$ cat config.mk
export PLATFORM = sky130hd
export DESIGN_NAME = btb_update_controller_flat
export DESIGN_NICKNAME = d
export VERILOG_FILES = /design/src/rtl/btb_update_controller_if.sv /design/src/rtl/btb_update_controller.sv /design/src/flat_wrapper.sv
export SDC_FILE = /design/constraint.sdc
export NUM_CORES = 1
export LEC_CHECK = 0
export CAP_MARGIN = 20
export CORE_ASPECT_RATIO = 1.75
export CORE_UTILIZATION = 40
export CTS_CLUSTER_SIZE = 12
export DETAILED_ROUTE_END_ITERATION = 8
export GPL_ROUTABILITY_DRIVEN = 0
export MAX_ROUTING_LAYER = met4
export PLACE_DENSITY_LB_ADDON = 0.3
export SYNTH_ARGS = -nofsm -noshare
export SYNTH_HDL_FRONTEND = slang
export SYNTH_SLANG_ARGS = --single-unit
$ cat constraint.sdc
create_clock -name buc_clk -period 8.95 [get_ports buc_clk]
set_clock_uncertainty 0.15 [all_clocks]
set_input_delay 2.685 -clock buc_clk [delete_from_list [all_inputs] [get_ports buc_clk]]
set_output_delay 2.685 -clock buc_clk [all_outputs]
set_load 0.1 [all_outputs]
$ cat src/rtl/btb_update_controller_if.sv
`default_nettype none
// ============================================================================
// Module      : btb_update_controller_if
// Description : Signal bundle between the BTB update controller, the
//               decode/execute resolve path, fetch and the BTB write port.
// Revision    : 1.0 - initial release
// ============================================================================
interface btb_update_controller_if;
    // Resolved-branch update handshake
    logic        buc_res_valid;
    logic        buc_res_ready;
    logic [31:0] buc_res_pc;
    logic [31:0] buc_res_target;
    logic        buc_res_taken;

    // Fetch coordination and flush control
    logic        buc_lookup_active;
    logic        buc_flush_req;
    logic        buc_flush_busy;
    logic        buc_fetch_hold;

    // BTB write port
    logic        btb_write;
    logic        btb_branch_taken;
    logic [31:0] btb_new_pc;
    logic [31:0] btb_data;

    // Controller side
    modport master (
        input  buc_res_valid, buc_res_pc, buc_res_target, buc_res_taken,
        input  buc_lookup_active, buc_flush_req,
        output buc_res_ready, buc_flush_busy, buc_fetch_hold,
        output btb_write, btb_branch_taken, btb_new_pc, btb_data
    );

    // Environment side (resolve path, fetch, BTB)
    modport slave (
        output buc_res_valid, buc_res_pc, buc_res_target, buc_res_taken,
        output buc_lookup_active, buc_flush_req,
        input  buc_res_ready, buc_flush_busy, buc_fetch_hold,
        input  btb_write, btb_branch_taken, btb_new_pc, btb_data
    );
endinterface
`default_nettype wire

$ cat src/rtl/btb_update_controller.sv
`default_nettype none
// ============================================================================
// Module      : btb_update_controller
// Description : Queues resolved-branch updates and writes them into the BTB
//               in cycles where fetch is not reading it; forces a one-cycle
//               fetch hold when an update starves; runs full-table flushes.
// Revision    : 1.0 - initial release
// ============================================================================
module btb_update_controller #(
    parameter int ENTRIES      = 16,
    parameter int QDEPTH       = 4,
    parameter int STARVE_LIMIT = 8
) (
    input  logic                         buc_clk,
    input  logic                         buc_reset,
    btb_update_controller_if.master      bus
);

    localparam int IDX_W = $clog2(ENTRIES);
    localparam int PTR_W = $clog2(QDEPTH);
    localparam int CNT_W = PTR_W + 1;
    localparam int STV_W = $clog2(STARVE_LIMIT) + 1;

    localparam logic [0:0] S_RUN   = 1'b0;
    localparam logic [0:0] S_FLUSH = 1'b1;

    logic [0:0]       r_state;
    logic [0:0]       w_state_nxt;

    logic [PTR_W-1:0] r_wr_ptr;
    logic [PTR_W-1:0] r_rd_ptr;
    logic [CNT_W-1:0] r_count;
    logic [STV_W-1:0] r_starve;
    logic [IDX_W-1:0] r_flush_idx;

    logic [31:0]      r_q_pc    [QDEPTH];
    logic [31:0]      r_q_tgt   [QDEPTH];
    logic             r_q_taken [QDEPTH];

    logic             r_fetch_hold;
    logic             r_btb_write;
    logic             r_btb_taken;
    logic [31:0]      r_btb_pc;
    logic [31:0]      r_btb_data;
    logic             r_flush_wr;     // current BTB write belongs to a flush

    logic             w_full;
    logic             w_ready;
    logic             w_push;
    logic             w_pop;
    logic             w_flush_start;
    logic             w_starve_inc;
    logic             w_starve_fire;
    logic             w_last_idx;

    // State register
    always_ff @(posedge buc_clk or posedge buc_reset) begin
        if (buc_reset) r_state <= S_RUN;
        else           r_state <= w_state_nxt;
    end

    // Next-state: a flush request in RUN wins over any pop; flush ends after the last index
    always_comb begin
        w_state_nxt = r_state;
        case (r_state)
            S_RUN:   if (bus.buc_flush_req) w_state_nxt = S_FLUSH;
            S_FLUSH: if (w_last_idx)        w_state_nxt = S_RUN;
            default: w_state_nxt = S_RUN;
        endcase
    end

    // Control decode and combinational outputs
    always_comb begin
        w_full        = (r_count == CNT_W'(QDEPTH));
        w_ready       = (r_state == S_RUN) && !w_full && !bus.buc_flush_req;
        w_push        = bus.buc_res_valid && w_ready;
        w_flush_start = (r_state == S_RUN) && bus.buc_flush_req;
        w_pop         = (r_state == S_RUN) && !bus.buc_flush_req && (r_count != '0)
                        && (!bus.buc_lookup_active || r_fetch_hold);
        w_starve_inc  = (r_state == S_RUN) && (r_count != '0)
                        && bus.buc_lookup_active && !r_fetch_hold;
        w_starve_fire = w_starve_inc && !bus.buc_flush_req
                        && (r_starve == STV_W'(STARVE_LIMIT - 1));
        w_last_idx    = (r_flush_idx == IDX_W'(ENTRIES - 1));

        bus.buc_res_ready    = w_ready;
        // Busy stays up through the cycle that carries the final flush write
        bus.buc_flush_busy   = (r_state == S_FLUSH) || r_flush_wr;
        bus.buc_fetch_hold   = r_fetch_hold;
        bus.btb_write        = r_btb_write;
        bus.btb_branch_taken = r_btb_taken;
        bus.btb_new_pc       = r_btb_pc;
        bus.btb_data         = r_btb_data;
    end

    // FIFO pointers and occupancy; entering flush discards everything queued
    always_ff @(posedge buc_clk or posedge buc_reset) begin
        if (buc_reset) begin
            r_wr_ptr <= '0;
            r_rd_ptr <= '0;
            r_count  <= '0;
        end else if (w_flush_start) begin
            r_wr_ptr <= '0;
            r_rd_ptr <= '0;
            r_count  <= '0;
        end else begin
            if (w_push) r_wr_ptr <= r_wr_ptr + PTR_W'(1);
            if (w_pop)  r_rd_ptr <= r_rd_ptr + PTR_W'(1);
            r_count <= r_count + CNT_W'(w_push) - CNT_W'(w_pop);
        end
    end

    // FIFO storage; contents are only meaningful under the occupancy count
    always_ff @(posedge buc_clk) begin
        if (w_push) begin
            r_q_pc[r_wr_ptr]    <= bus.buc_res_pc;
            r_q_tgt[r_wr_ptr]   <= bus.buc_res_target;
            r_q_taken[r_wr_ptr] <= bus.buc_res_taken;
        end
    end

    // Starvation counter: counts consecutive cycles the head is blocked by fetch
    always_ff @(posedge buc_clk or posedge buc_reset) begin
        if (buc_reset)
            r_starve <= '0;
        else if (w_flush_start || w_pop || (r_count == '0))
            r_starve <= '0;
        else if (w_starve_inc)
            r_starve <= r_starve + STV_W'(1);
    end

    // Flush index walks the whole table once per flush
    always_ff @(posedge buc_clk or posedge buc_reset) begin
        if (buc_reset)
            r_flush_idx <= '0;
        else if (w_flush_start)
            r_flush_idx <= '0;
        else if (r_state == S_FLUSH)
            r_flush_idx <= r_flush_idx + IDX_W'(1);
    end

    // Registered BTB write port and fetch hold
    always_ff @(posedge buc_clk or posedge buc_reset) begin
        if (buc_reset) begin
            r_fetch_hold <= 1'b0;
            r_btb_write  <= 1'b0;
            r_btb_taken  <= 1'b0;
            r_btb_pc     <= '0;
            r_btb_data   <= '0;
            r_flush_wr   <= 1'b0;
        end else begin
            r_fetch_hold <= (r_state == S_FLUSH) || w_starve_fire;
            r_btb_write  <= 1'b0;
            r_btb_taken  <= 1'b0;
            r_btb_pc     <= '0;
            r_btb_data   <= '0;
            r_flush_wr   <= 1'b0;
            if (r_state == S_FLUSH) begin
                r_btb_write <= 1'b1;
                r_btb_pc    <= 32'({r_flush_idx, 2'b00});
                r_flush_wr  <= 1'b1;
            end else if (w_pop) begin
                r_btb_write <= 1'b1;
                r_btb_taken <= r_q_taken[r_rd_ptr];
                r_btb_pc    <= r_q_pc[r_rd_ptr];
                r_btb_data  <= r_q_tgt[r_rd_ptr];
            end
        end
    end

endmodule
`default_nettype wire

$ cat src/flat_wrapper.sv
// flat-port wrapper written by rule: the top's interface ports become plain ports
module btb_update_controller_flat 
#(
    parameter int ENTRIES      = 16,
    parameter int QDEPTH       = 4,
    parameter int STARVE_LIMIT = 8
)
  (buc_clk, buc_reset, bus_buc_res_valid, bus_buc_res_pc, bus_buc_res_target, bus_buc_res_taken, bus_buc_lookup_active, bus_buc_flush_req, bus_buc_res_ready, bus_buc_flush_busy, bus_buc_fetch_hold, bus_btb_write, bus_btb_branch_taken, bus_btb_new_pc, bus_btb_data);
  btb_update_controller_if bus_i ();
  input  logic buc_clk;
  input  logic buc_reset;
  input wire logic [$bits(bus_i.buc_res_valid)-1:0] bus_buc_res_valid;
  input wire logic [$bits(bus_i.buc_res_pc)-1:0] bus_buc_res_pc;
  input wire logic [$bits(bus_i.buc_res_target)-1:0] bus_buc_res_target;
  input wire logic [$bits(bus_i.buc_res_taken)-1:0] bus_buc_res_taken;
  input wire logic [$bits(bus_i.buc_lookup_active)-1:0] bus_buc_lookup_active;
  input wire logic [$bits(bus_i.buc_flush_req)-1:0] bus_buc_flush_req;
  output wire logic [$bits(bus_i.buc_res_ready)-1:0] bus_buc_res_ready;
  output wire logic [$bits(bus_i.buc_flush_busy)-1:0] bus_buc_flush_busy;
  output wire logic [$bits(bus_i.buc_fetch_hold)-1:0] bus_buc_fetch_hold;
  output wire logic [$bits(bus_i.btb_write)-1:0] bus_btb_write;
  output wire logic [$bits(bus_i.btb_branch_taken)-1:0] bus_btb_branch_taken;
  output wire logic [$bits(bus_i.btb_new_pc)-1:0] bus_btb_new_pc;
  output wire logic [$bits(bus_i.btb_data)-1:0] bus_btb_data;
  assign bus_i.buc_res_valid = bus_buc_res_valid;
  assign bus_i.buc_res_pc = bus_buc_res_pc;
  assign bus_i.buc_res_target = bus_buc_res_target;
  assign bus_i.buc_res_taken = bus_buc_res_taken;
  assign bus_i.buc_lookup_active = bus_buc_lookup_active;
  assign bus_i.buc_flush_req = bus_buc_flush_req;
  assign bus_buc_res_ready = bus_i.buc_res_ready;
  assign bus_buc_flush_busy = bus_i.buc_flush_busy;
  assign bus_buc_fetch_hold = bus_i.buc_fetch_hold;
  assign bus_btb_write = bus_i.btb_write;
  assign bus_btb_branch_taken = bus_i.btb_branch_taken;
  assign bus_btb_new_pc = bus_i.btb_new_pc;
  assign bus_btb_data = bus_i.btb_data;
  btb_update_controller #(.ENTRIES(ENTRIES), .QDEPTH(QDEPTH), .STARVE_LIMIT(STARVE_LIMIT)) u_core (.buc_clk(buc_clk), .buc_reset(buc_reset), .bus(bus_i));
endmodule
# Word-level counts from Yosys, hierarchy flattened
# Memories as Yosys holds them, arrays and structs flattened.
# Index checks and enable logic that the tools add are counted.
# totals
n_memories	3
ram_bits	260
elab_cells	75
ff_bits	84
# classes
reduce_logical	27
add_sub_neg	6
muxes	23
bitwise_logic	1
n_eq_ne	3
# mem_list
name	depth	word_bits	rd	rd_ports_with_merged_regs	wr	line_no	text
u_core.r_q_pc	4	32	1	0	1	btb_update_controller.sv:36	logic [31:0] r_q_pc [QDEPTH];
u_core.r_q_tgt	4	32	1	0	1	btb_update_controller.sv:37	logic [31:0] r_q_tgt [QDEPTH];
u_core.r_q_taken	4	1	1	0	1	btb_update_controller.sv:38	logic r_q_taken [QDEPTH];
# ops
cell	n
$mux W32	4
$mux W4	4
$logic_and A1 B1 Y1	12
$mux W1	9
$add A4 B1 Y4 const B	2
$mux W2	4
$reduce_bool A2 Y1	4
$logic_or A1 B1 Y1	5
$add A2 B1 Y2 const B	2
$eq A4 B3 Y1 const B	1
$eq A4 B4 Y1 const B	1
$logic_not A1 Y1	4
$add A3 B1 Y3	1
$eq A3 B3 Y1 const B	1
$logic_not A3 Y1	1
$mux W3	1
$reduce_bool A3 Y1	1
$sub A3 B1 Y3	1
$pmux W1 S2	1
$not A1 Y1	1

# Longest topological paths before layout
# depth
word_depth	8
mapped_depth	12
depth_no_buf	10

# Least setup slack after synthesis
# Ideal clock, no wire load.
# synth_path
path_kind	input port to output port
from	input bus_buc_flush_req
to	output bus_buc_res_ready
path_slack_ns	1.801
cell_stages	3
arrival_time_ns	4.314
path_cell_list	or2_0 > buf_2 > nor2_1
# synth_between
elab_chain_cells	2
# synth_rtl
item	line_no	text
from (decl)	flat_wrapper.sv:17	input wire logic [$bits(bus_i.buc_flush_req)-1:0] bus_buc_flush_req;
$logic_not A1 Y1	btb_update_controller.sv:75	w_ready = (r_state == S_RUN) && !w_full && !bus.buc_flush_req;
$logic_and A1 B1 Y1	btb_update_controller.sv:75	
to (decl)	flat_wrapper.sv:18	output wire logic [$bits(bus_i.buc_res_ready)-1:0] bus_buc_res_ready;
# No other way between the ends.

# Worst setup path in the final report
# Ends and elaborated chain as after synthesis.

==> out/summary.txt <==
Outcome: completed
Cell Count Post-Placement: 1,084
Post-synth ARST share: 24.4%
Dpl ws: 1.25 ns
TritonCTS Sinks: 344
Synthesized cell area: 12,500 um^2
CTS root buf: clkbuf_16
All-Layer GR Usage: 15.9%
Antenna viol nets, final: 0
Startpoint Class: input pin
CP required: 6.12 ns
Switch Pwr: 1.18 mW
Setup Viol. Count Final: 0
Crit path time final: 7.70 ns
Post-DP HPWL: 13,100 um
Hold path cells: 1
Post-CTS Setup Inserts: 0
EDFF count, synth: 260
Post-Synth XOR/XNOR Area: 0.210%
Die Width: 136 um
TritonCTS Buffers: 35
Largest family of logic cells by synthesized area: multiplexers
Simple-gate share of the synthesized area: 5.10%
IO Port Bufs: 138
Setup slack, reg-to-reg: 5.40 ns
Final core occ: 49.7%
Clock Pin Slew Worst Setup and Hold Paths: 0.06 ns
Starting density of the core: 40.6%
First-pass GRT wire length: 36,800 um
H-tree depth: 2
Final #Nets: 809
Final Hold Fails: 0
Worst-case reg-to-reg path depth: 11
Sequential Power Share: 46.8%
Ys flop type: edfxtp_1
Worst-path fanout max: 5
Synth top area share: 62.3%
Leading cell types by total area after synthesis: edfxtp_1 62%, dfrtp_1 17%, mux4_2 12%
Worst slew pin tran: 1.09 ns
Via/cell ratio: 5.04
Switching Fraction: 28.4%
Period utilisation layout: 86.1%
Clk Latency, worst-skew pair: 0.51 ns
TNS Setup: 0 ns
Power per cell area: 272 nW/um^2
Comb power frac: 20.5%
Compound-Gate Fraction of Synth Area: 1.01%
Core area: 30,800 um^2
Critical path arrival: 4.87 ns
Fin worst setup slack: 1.25 ns
Max_slew headroom: 27.3%
Peak VDD IR: 0.220 mV
# IOs: 139
Clock share of power: 32.7%
Via count: 5,786
Origin of the critical flop-to-flop path: u_core.r_state$_DFF_PP0_
Drt wl/cell: 20.3 um
Hold EP: u_core.r_wr_ptr[0]$_DFFE_PP0P_
GRT Residual Overflow: 0
Post-synthesis register bit count: 344
Cell Chain, Critical Path: clkdlybuf4s50_1 > or2_0 > nor2_1 > clkdlybuf4s50_1
Synth Area per Inst: 21.7 um^2
Layout area overhead: 22.4%
FMAX: 130 MHz
Drt initial violations: 355
Post-cts sizing count: 0
Clock tree from TritonCTS: built
Num rows: 85
Power Total: 4.16 mW
Slowest stage delay, CP: 1.14 ns
Synth Warn #: 0
Reg2reg end: u_core.r_count[2]$_DFF_PP0_
Die ar.: 32,100 um^2
Post-synthesis sequential area ratio: 79.1%
Most area-hungry cell type in the Yosys netlist: edfxtp_1
Leakage: 5.29 nW
Hold wc startpoint: u_core.r_wr_ptr[0]$_DFFE_PP0P_
Max_cap viols: 0
Synth unique cells: 41
Synthesized netlist cell count: 578
Clock Tree Buf Depth: 3
Worst path slowest cell: clkdlybuf4s50_1
Crit path capture type: primary output
Vias in the first global route: 6,586
Critical path type: in2out
Die height: 236 um
Post-Syn Nets: 657
RSZ-0062 raised after global routing: no
Most frequent CP cell: clkdlybuf4s50_1
Layout cells sized above 1: 16.0%
DR pass1 iterations: 6
Post-Synth Adder-Cell Area: 0.959%
Power Internal: 2.98 mW
CTS Hold Bufs: 0
Largest net degree at the start of global routing: 68
Total length of routed wires: 23,300 um
DRC Markers: 0
Path type of the worst min-delay path: reg2reg
Antenna violations before repair: 1
Layout Cells excl Fill: 1,148
Final Max Slew Viols: 0
Mux cell area share after synthesis: 12.0%
## state kept, by name, indices dropped and copies added (netlist names)
name,flops
u_core.bus.btb_branch_taken,1
u_core.bus.btb_data,32
u_core.bus.btb_new_pc,32
u_core.bus.btb_write,1
u_core.bus.buc_fetch_hold,1
u_core.r_count,3
u_core.r_flush_idx,4
u_core.r_flush_wr,1
u_core.r_q_pc,128
u_core.r_q_taken,4
u_core.r_q_tgt,128
u_core.r_rd_ptr,2
u_core.r_starve,4
u_core.r_state,1
u_core.r_wr_ptr,2
## routing by layer
| layer | share of wire (%) | up-vias | track usage, % |
|---|---|---|---|
| met4 | 3.3 | 0 | 6.98 |
| li1 | - | 2554 | - |
| met2 | 55 | 139 | 28.0 |
| met1 | 37 | 3044 | 17.5 |
| met5 | 0 | - | - |
| met3 | 3.8 | 49 | 2.66 |
## critical path, delay by kind of cell
family                 cells  cell delay (ns)
AND/OR/NAND/NOR            2             0.55
buffers and inverters      2             1.62
## how the worst max path moves through the flow
stage,from,endpoint,slack [ns]
CTS,bus_buc_flush_req,bus_buc_res_ready,1.25
finish,bus_buc_flush_req,bus_buc_res_ready,1.25
global placement,bus_buc_flush_req,bus_buc_res_ready,1.27
detailed placement,bus_buc_flush_req,bus_buc_res_ready,1.25
floorplan,bus_buc_flush_req,bus_buc_res_ready,1.80
global route,bus_buc_flush_req,bus_buc_res_ready,1.19
## power by group through the flow
stage / sequential [mW] / clock (mW) / combinational (mW)
floorplan: 2.14 / 0 / 0.500
global placement: 1.98 / 0 / 0.848
detailed placement: 1.99 / 0 / 0.866
CTS: 1.95 / 1.39 / 0.869
global route: 1.97 / 1.46 / 0.910
finish: 1.95 / 1.36 / 0.855
## synth_stat cells (5+ instances only)
master    instances
a21oi_1           5
a22o_1            7
and2_1           67
buf_2            13
clkbuf_1          8
dfrtp_1          84
edfxtp_1        260
ha_1              8
inv_1             7
mux4_2           65
nand2_1           7
nor2_1            7
## cell type report
type,instances,area [um^2]
clock buffers,61,1030
clock inverters,2,38.8
well taps,391,489
repair buffers,141,1400
fillers,2497,15500
flip-flops and latches,344,9920
diodes,1,2.50
inverters,7,28.8
multi-input cells,201,2430
## cell usage in the layout, fill, tap and decap left out, types with 2 or more instances in the layout
cell type / netlist / routed
a21oi_1: 5 / 5
a22o_1: 7 / 7
and2_1: 67 / 63
and2_4: 0 / 4
buf_4: 1 / 3
clkbuf_1: 8 / 23
clkbuf_16: 0 / 37
clkdlybuf4s50_1: 0 / 138
dfrtp_1: 84 / 82
dfrtp_4: 0 / 2
edfxtp_1: 260 / 260
ha_1: 8 / 8
inv_1: 7 / 6
mux2i_1: 2 / 2
mux4_2: 65 / 65
nand2_1: 7 / 7
nand2b_1: 2 / 2
nand3_1: 2 / 2
nand4_1: 2 / 2
nor2_1: 7 / 7
nor2b_1: 3 / 3
nor3b_1: 2 / 2
or2_2: 2 / 2
xor2_1: 2 / 2
## through the flow
| step | hold WS [ns] | area (um^2) |
|---|---|---|
| final | 0.394 | 15300 |
| after global routing | 0.444 | 15300 |
| after CTS | 0.397 | 15300 |
| after detailed placement | 0.386 | 14300 |
| after global placement | 0.370 | 14300 |
| after floorplan | 0.284 | 12500 |
## logic make-up after synthesis
logic type | count (synthesis)
flops | 344
simple gates | 103
mux | 69
buf+inv | 33
compound gates | 17
fa+ha+maj | 9
xor+xnor | 3
No activity file was read; power rests on OpenSTA's default activity.
